File: config.mk
export PLATFORM = sky130hd
export DESIGN_NAME = pm_sequencer
export DESIGN_NICKNAME = d
export VERILOG_FILES = /design/src/rtl/pm_sequencer.sv
export SDC_FILE = /design/constraint.sdc
export NUM_CORES = 1
export LEC_CHECK = 0
export CAP_MARGIN = 20
export CORE_MARGIN = 2
export CORE_UTILIZATION = 38
export DETAILED_ROUTE_END_ITERATION = 6
export GPL_TIMING_DRIVEN = 0
export MAX_ROUTING_LAYER = met4
export PLACE_DENSITY = 0.72
export SYNTH_ARGS = -nofsm -noshare
export SYNTH_HDL_FRONTEND = slang
export SYNTH_SLANG_ARGS = --single-unit
File: constraint.sdc
create_clock -name CLK -period 1.7 [get_ports CLK]
set_input_delay 0.17 -clock CLK [delete_from_list [all_inputs] [get_ports CLK]]
set_output_delay 0.17 -clock CLK [all_outputs]
set_load 0.03 [all_outputs]
File: src/rtl/pm_sequencer.sv
// rtl/pm_sequencer.sv - four-state instruction fetch/decode sequencer with a datapath handshake
module pm_sequencer #(
  parameter int DATA_WIDTH = 16,
  parameter int PC_WIDTH   = 5
) (
  input  logic                  CLK,
  input  logic                  RST,
  input  logic                  START,
  input  logic                  STOP,
  output logic [PC_WIDTH-1:0]   PM_ADDR,
  input  logic [DATA_WIDTH-1:0] PM_DATA,
  output logic [3:0]            OPCODE,
  output logic [3:0]            REG_CODE,
  output logic [7:0]            IMM,
  output logic                  EXEC_VALID,
  input  logic                  EXEC_READY,
  output logic                  BUSY,
  output logic                  ILLEGAL
);

  typedef enum logic [1:0] {
    IDLE   = 2'd0,
    FETCH  = 2'd1,
    DECODE = 2'd2,
    EXEC   = 2'd3
  } state_t;

  localparam logic [3:0] OP_NOP = 4'b1010;
  localparam logic [3:0] OP_JMP = 4'b1111;

  state_t                state, state_n;
  logic [PC_WIDTH-1:0]   pc, pc_n, pc_inc;
  logic [DATA_WIDTH-1:0] ir, ir_n;
  logic                  exec_valid, exec_valid_n;
  logic                  stop_pend, stop_pend_n;
  logic                  illegal, illegal_n;
  logic [3:0]            ir_op;

  assign pc_inc = pc + 1'b1;
  assign ir_op  = ir[15:12];

  always_ff @(posedge CLK) begin
    if (RST) begin
      state      <= IDLE;
      pc         <= '0;
      ir         <= '0;
      exec_valid <= 1'b0;
      stop_pend  <= 1'b0;
      illegal    <= 1'b0;
    end else begin
      state      <= state_n;
      pc         <= pc_n;
      ir         <= ir_n;
      exec_valid <= exec_valid_n;
      stop_pend  <= stop_pend_n;
      illegal    <= illegal_n;
    end
  end

  always_comb begin
    state_n      = state;
    pc_n         = pc;
    ir_n         = ir;
    exec_valid_n = exec_valid;
    stop_pend_n  = stop_pend;
    illegal_n    = illegal;
    case (state)
      IDLE: begin
        stop_pend_n = 1'b0;
        if (START) begin
          state_n = FETCH;
        end
      end
      FETCH: begin
        // A stop seen now or parked during the previous instruction ends the run here.
        if (STOP || stop_pend) begin
          state_n     = IDLE;
          stop_pend_n = 1'b0;
        end else begin
          ir_n    = PM_DATA;
          state_n = DECODE;
        end
      end
      DECODE: begin
        stop_pend_n = stop_pend | STOP;
        if (ir_op == OP_JMP) begin
          pc_n    = PC_WIDTH'(ir[7:3]);
          state_n = FETCH;
        end else if (ir_op == OP_NOP) begin
          pc_n    = pc_inc;
          state_n = FETCH;
        end else if (ir_op[3] == 1'b0) begin
          exec_valid_n = 1'b1;
          state_n      = EXEC;
        end else begin
          // Undefined opcodes flag the sticky error and then behave as NOP.
          illegal_n = 1'b1;
          pc_n      = pc_inc;
          state_n   = FETCH;
        end
      end
      EXEC: begin
        stop_pend_n = stop_pend | STOP;
        if (EXEC_READY) begin
          exec_valid_n = 1'b0;
          pc_n         = pc_inc;
          state_n      = FETCH;
        end
      end
      default: begin
        state_n = IDLE;
      end
    endcase
  end

  assign PM_ADDR    = pc;
  assign OPCODE     = ir[15:12];
  assign REG_CODE   = ir[11:8];
  assign IMM        = ir[7:0];
  assign EXEC_VALID = exec_valid;
  assign BUSY       = (state != IDLE);
  assign ILLEGAL    = illegal;

endmodule

=== Yosys cells after proc, flatten, opt, wreduce, memory -nomap -nowiden ===
Index checks and enable logic that the tools add are counted.

* Bits in registers: 26
* Output and inout port bits: 24
* Logic and storage cells: 52

* Add/subtract/negate cells: 1
* Equality and inequality tests: 12
* Multiplexer cells: 19
* Bitwise gates (word level): 4
* Reduce and logical (&&, ||, !) cells: 10

{| class="wikitable"
|+ Operators with widths
! kind !! number
|-
| $mux W5 || 4
|-
| $mux W2 || 6
|-
| $ne A2 B2 Y1 const B || 6
|-
| $pmux W5 S2 || 1
|-
| $eq A4 B4 Y1 const B || 2
|-
| $pmux W2 S4 || 1
|-
| $add A5 B1 Y5 const B || 1
|-
| $mux W1 || 5
|-
| $reduce_and A5 Y1 || 1
|-
| $eq A2 B2 Y1 const B || 2
|-
| $ne A4 B4 Y1 const B || 1
|-
| $reduce_and A2 Y1 || 2
|-
| $reduce_and A4 Y1 || 1
|-
| $reduce_bool A2 Y1 || 2
|-
| $not A1 Y1 || 3
|-
| $pmux W1 S3 || 1
|-
| $reduce_and A3 Y1 || 1
|-
| $eq A2 B1 Y1 const B || 1
|-
| $logic_not A2 Y1 || 1
|-
| $pmux W1 S2 || 1
|-
| $reduce_or A2 Y1 || 1
|-
| $logic_or A1 B1 Y1 || 1
|-
| $or A1 B1 Y1 || 1
|}

=== Longest topological paths before layout ===
* Depth after elaboration: 5
* Mapped depth: 7

=== Least setup slack after synthesis ===
Ideal clock, no wire load.

* Path kind: register to register
* Start point: register state[0]
* End point: register pc[0] (netlist: PM_ADDR[0])
* Setup time: 74 ps
* Arrival time: 1786 ps
* Data required time: 1626 ps
* Setup slack: -160 ps
* Cell stages (with the launch flop): 8
* Buffers on the path: 1
* Cells stage by stage: dfxtp_1 -> inv_1 -> ha_1 -> nor2b_2 -> or3_4 -> buf_6 -> or3_1 -> a31oi_1

* Longest elaborated chain between the ends: 3
* Elaborated cells between the ends (all ways): 7
* Classes of those cells: eq/ne: 4; mux: 1; reduce/logical: 2

{| class="wikitable"
|+ RTL lines
! element !! RTL line !! source
|-
| from (decl) || 31 || <nowiki>state_t state, state_n;</nowiki>
|-
| from (signal assigned) || 51 || <nowiki>state <= state_n;</nowiki>
|-
| $eq A2 B2 Y1 || 67 || <nowiki>case (state)</nowiki>
|-
| $ne A4 B4 Y1 (no source line) (tied with other cells) || n/a ||
|-
| $reduce_and A3 Y1 (no source line) || n/a ||
|-
| to (signal assigned) || 52 || <nowiki>pc <= pc_n;</nowiki>
|-
| to (decl) || 32 || <nowiki>logic [PC_WIDTH-1:0] pc, pc_n, pc_inc;</nowiki>
|}

Parallel ways exist; a longest one is shown, timed or not.
A chain may end at the register's enable or synchronous reset.

=== Final worst setup path ===
Ends and elaborated chain as after synthesis.

==> metrics.md <==
| Metric | Value |
|---|---|
| Status | `completed` |
| Mean area per synthesized cell | `7.96 um^2` |
| Synth cell types | `27` |
| Max-cap violations | `0` |
| Global-route wire length before repair | `between 4 and 5 mm` |
| Fin crit period | `~1.7 ns` |
| WL/cell | `roughly 13 um` |
| Grt ovf | `0` |
| Setup crit end kind | `flip-flop` |
| 1st-pass router iterations | `4` |
| Synth Instances | `between 100 and 150` |
| Clk sinks | `26` |
| Dpl cell area | `between 1500 and 2000 um^2` |
| Clock slew at reported path FFs | `roughly 0.15 ns` |
| Via-per-instance ratio | `between 5 and 6` |
| Worst Skew | `approximately 0.005 ns` |
| Vias in the first global route | `1,113` |
| Overall Power | `about 1.4 mW` |
| Launch point of the critical path | `state[0]` |
| Worst R2R Start | `state[0]` |
| Pins Over Slew Limit | `0` |
| Root buffer cell | `clkbuf_4` |
| Critical Path Slowest Stage Cell | `or3_4` |
| Synth Register Bits | `26` |
| Critical R2R Capture | `PM_ADDR[0]` |
| Die width | `approximately 60 um` |
| Area Growth Syn to Fin | `49.9%` |
| CTS tree | `yes` |
| Cell area after synthesis | `around 1200 um^2` |
| Row Count | `20` |
| Core area | `a little under 3000 um^2` |
| Slew @ Worst Pin | `about 0.54 ns` |
| First DRT Iteration DRCs | `36` |
| Final Net Count | `220` |
| Final Hold Fails | `0` |
| Pre-CTS setup slack | `-0.148 ns` |
| Final worst slack | `between 0.03 and 0.04 ns` |
| Critical path type | `reg -> reg` |
| Period utilisation layout | `0.978` |
| Worst vdd ir | `around 0.00036 V` |
| Initial antenna violation count | `0` |
| Buf/Inv on CP | `1` |
| Slowest stage delay, CP | `0.39 ns` |
| Worst path arrival time | `approximately 1.9 ns` |
| R2R setup slack | `0.04 ns` |
| Post-route ant nets | `0` |
| Residual DRC | `0` |
| Overall global routing resource usage | `0.182` |
| Port bufs | `44` |
| Max clock buf depth | `2` |
| Fillcell total | `around 280` |
| Total Wirelength | `between 2 and 3 mm` |
| Area of the multi-input gates | `614 um^2` |
| Total die area | `about 3500 um^2` |
| Syn Nets | `171` |
| Post-route cell area | `1730 um^2` |
| Peak Freq | `~600 MHz` |
| I/O pins | `45` |
| Critical path cell sequence | `inv_2 -> ha_4 -> nor2b_4 -> or3_4 -> or3_1 -> a31oi_1` |
| Clk_lat worst skew | `0.33 ns` |
| Pwr dens | `roughly 800 nW/um^2` |
| Ant diodes | `0` |
| Setup TNS | `0 ns` |
| DR vias | `around 1,200` |
| Share of cells above drive strength 1 | `0.104` |
| Crit start category | `flip-flop` |
| Post-CTS Hold Buffers | `0` |
| CP Depth | `6` |
| Worst R2R Path Depth | `6` |
| Hpwl dp | `2.14 mm` |
| Data required, critical path | `between 1.5 and 2 ns` |
| Yosys warns | `0` |
| Worst Setup EP | `PM_ADDR[0]` |
| Seq/Total Area, Yosys | `0.451` |
| GPL Wtd Cong | `~0.8` |
| Num CTS Buffers | `3` |
| Setup violators final | `0` |
| Register area | `roughly 530 um^2` |
| Initial core utilization | `0.388` |
| RSZ-0062 raised after global routing | `yes` |
| Static Leak | `between 0.6 and 0.7 nW` |
| Crit path max-delay family | `simple AND/OR/NAND/NOR gates` |
| Worst min path class | `in -> reg` |
| Die height | `~60 um` |
| CTS HTree Levels | `1` |
| Pin count of the biggest net entering global routing | `16` |
| Relative slew slack | `0.639` |
| Worst Path Max Fanout | `4` |
[cell type report]
cell class / count / share of cell area
multi-input cells: 107 / 0.355
repair buffers: 47 / 0.267
flip-flops and latches: 26 / 0.303
clock inverters: 1 / 0.0173
clock buffers: 3 / 0.0130
inverters: 4 / 0.00867
well taps: 33 / 0.0238
plain buffers: 5 / 0.0116
[report_power, final]
group	switching [mW]	total [mW]	internal, mW
clock	0.192	0.431	0.239
sequential	0.0218	0.658	0.636
combinational	0.141	0.265	0.124
[placed cells by master, fill, tap and decap left out, types with 3 or more instances in the layout]
cell / n
a211oi_1: 3
clkdlybuf4s50_1: 41
ha_1: 3
dfxtp_1: 24
nand2b_1: 3
clkbuf_1: 4
nand3_1: 3
nor2_1: 7
nand2_1: 40
clkbuf_4: 3
buf_4: 3
inv_1: 3
a21oi_1: 24
[cell usage after synthesis]
cell type  count  area [um^2]
nor2b_2        1         8.76
mux2_2         1         11.3
a311oi_1       1         8.76
a22oi_1        1         7.51
buf_6          1         11.3
nand2_1       40          150
or3_4          1         11.3
nor2b_1        2         12.5
and4b_1        1         10.0
nand2b_1       3         18.8
nor2_1         7         26.3
a211oi_1       3         22.5
dfxtp_1       26          521
or3_1          1         6.26
inv_1          4         15.0
ha_1           5         62.6
and2_1         1         6.26
a31oi_1        2         12.5
o31ai_1        1         7.51
a21oi_1       24          120
clkbuf_1       7         26.3
xnor2_1        1         8.76
nor3b_2        1         12.5
nor3_1         2         10.0
o21ai_0        3         15.0
nand3_1        3         15.0
o32ai_1        2         17.5
[kinds of logic (layout without fill, tap and decap cells)]
family                     Yosys count  after routing  share of synthesized area
and+or+nand+nor                     63             63                      0.249
AOI/OAI and AO/OA                   37             37                      0.183
DFF                                 26             26                      0.451
buffers and inverters               12             60                     0.0455
adders and majority gates            5              5                     0.0542
xor gates and xnor gates             1              1                    0.00759
muxes                                1              1                    0.00975
[sequential cells by signal (all words and copies together) (netlist names)]
name and flops:
ILLEGAL 1, ir 16, state 2, EXEC_VALID 1, stop_pend 1, PM_ADDR 5
[metal layers]
metal | up-vias | share of wire | wire, um | track usage
met3 | 2 | 0.043 | 125 | 0.0218
met4 | 0 | 0.0034 | 10 | 0.0487
li1 | 584 | - | - | -
met5 | - | 0 | 0 | -
met1 | 537 | 0.47 | 1360 | 0.235
met2 | 38 | 0.49 | 1420 | 0.302
[through the flow]
step,hold slack (ns),util,std cells
after floorplan,0.306,-,145
after global routing,0.364,0.582,226
after CTS,0.362,0.577,226
after global placement,0.441,0.556,222
final,0.370,0.582,226
after detailed placement,0.453,0.556,222
[worst min-delay path, delay by kind of cell]
family / cells / cell delay (ns)
AO/OA/AOI/OAI: 1 / 0.05
AND/OR/NAND/NOR: 1 / 0.05
buffers and inverters: 1 / 0.39
[worst min-delay path by stage]
stage	slack, ns	startpoint	cells after the start	end
finish	0.37	PM_DATA[5]	3	ir[5]
global route	0.36	PM_DATA[1]	3	ir[1]
CTS	0.36	PM_DATA[5]	3	ir[5]
detailed placement	0.45	ir[0]	2	ir[0]
global placement	0.44	ir[10]	2	ir[10]
floorplan	0.31	PM_DATA[12]	2	ir[12]
[repair_timing]
item | 4_1_cts | 5_1_grt
pin swaps | 2 | 1
setup endpoints to repair | 18 | 16
buffers inserted | 2 | 1
gates resized for setup | 7 | 5
No activity file was read; power rests on OpenSTA's default activity.
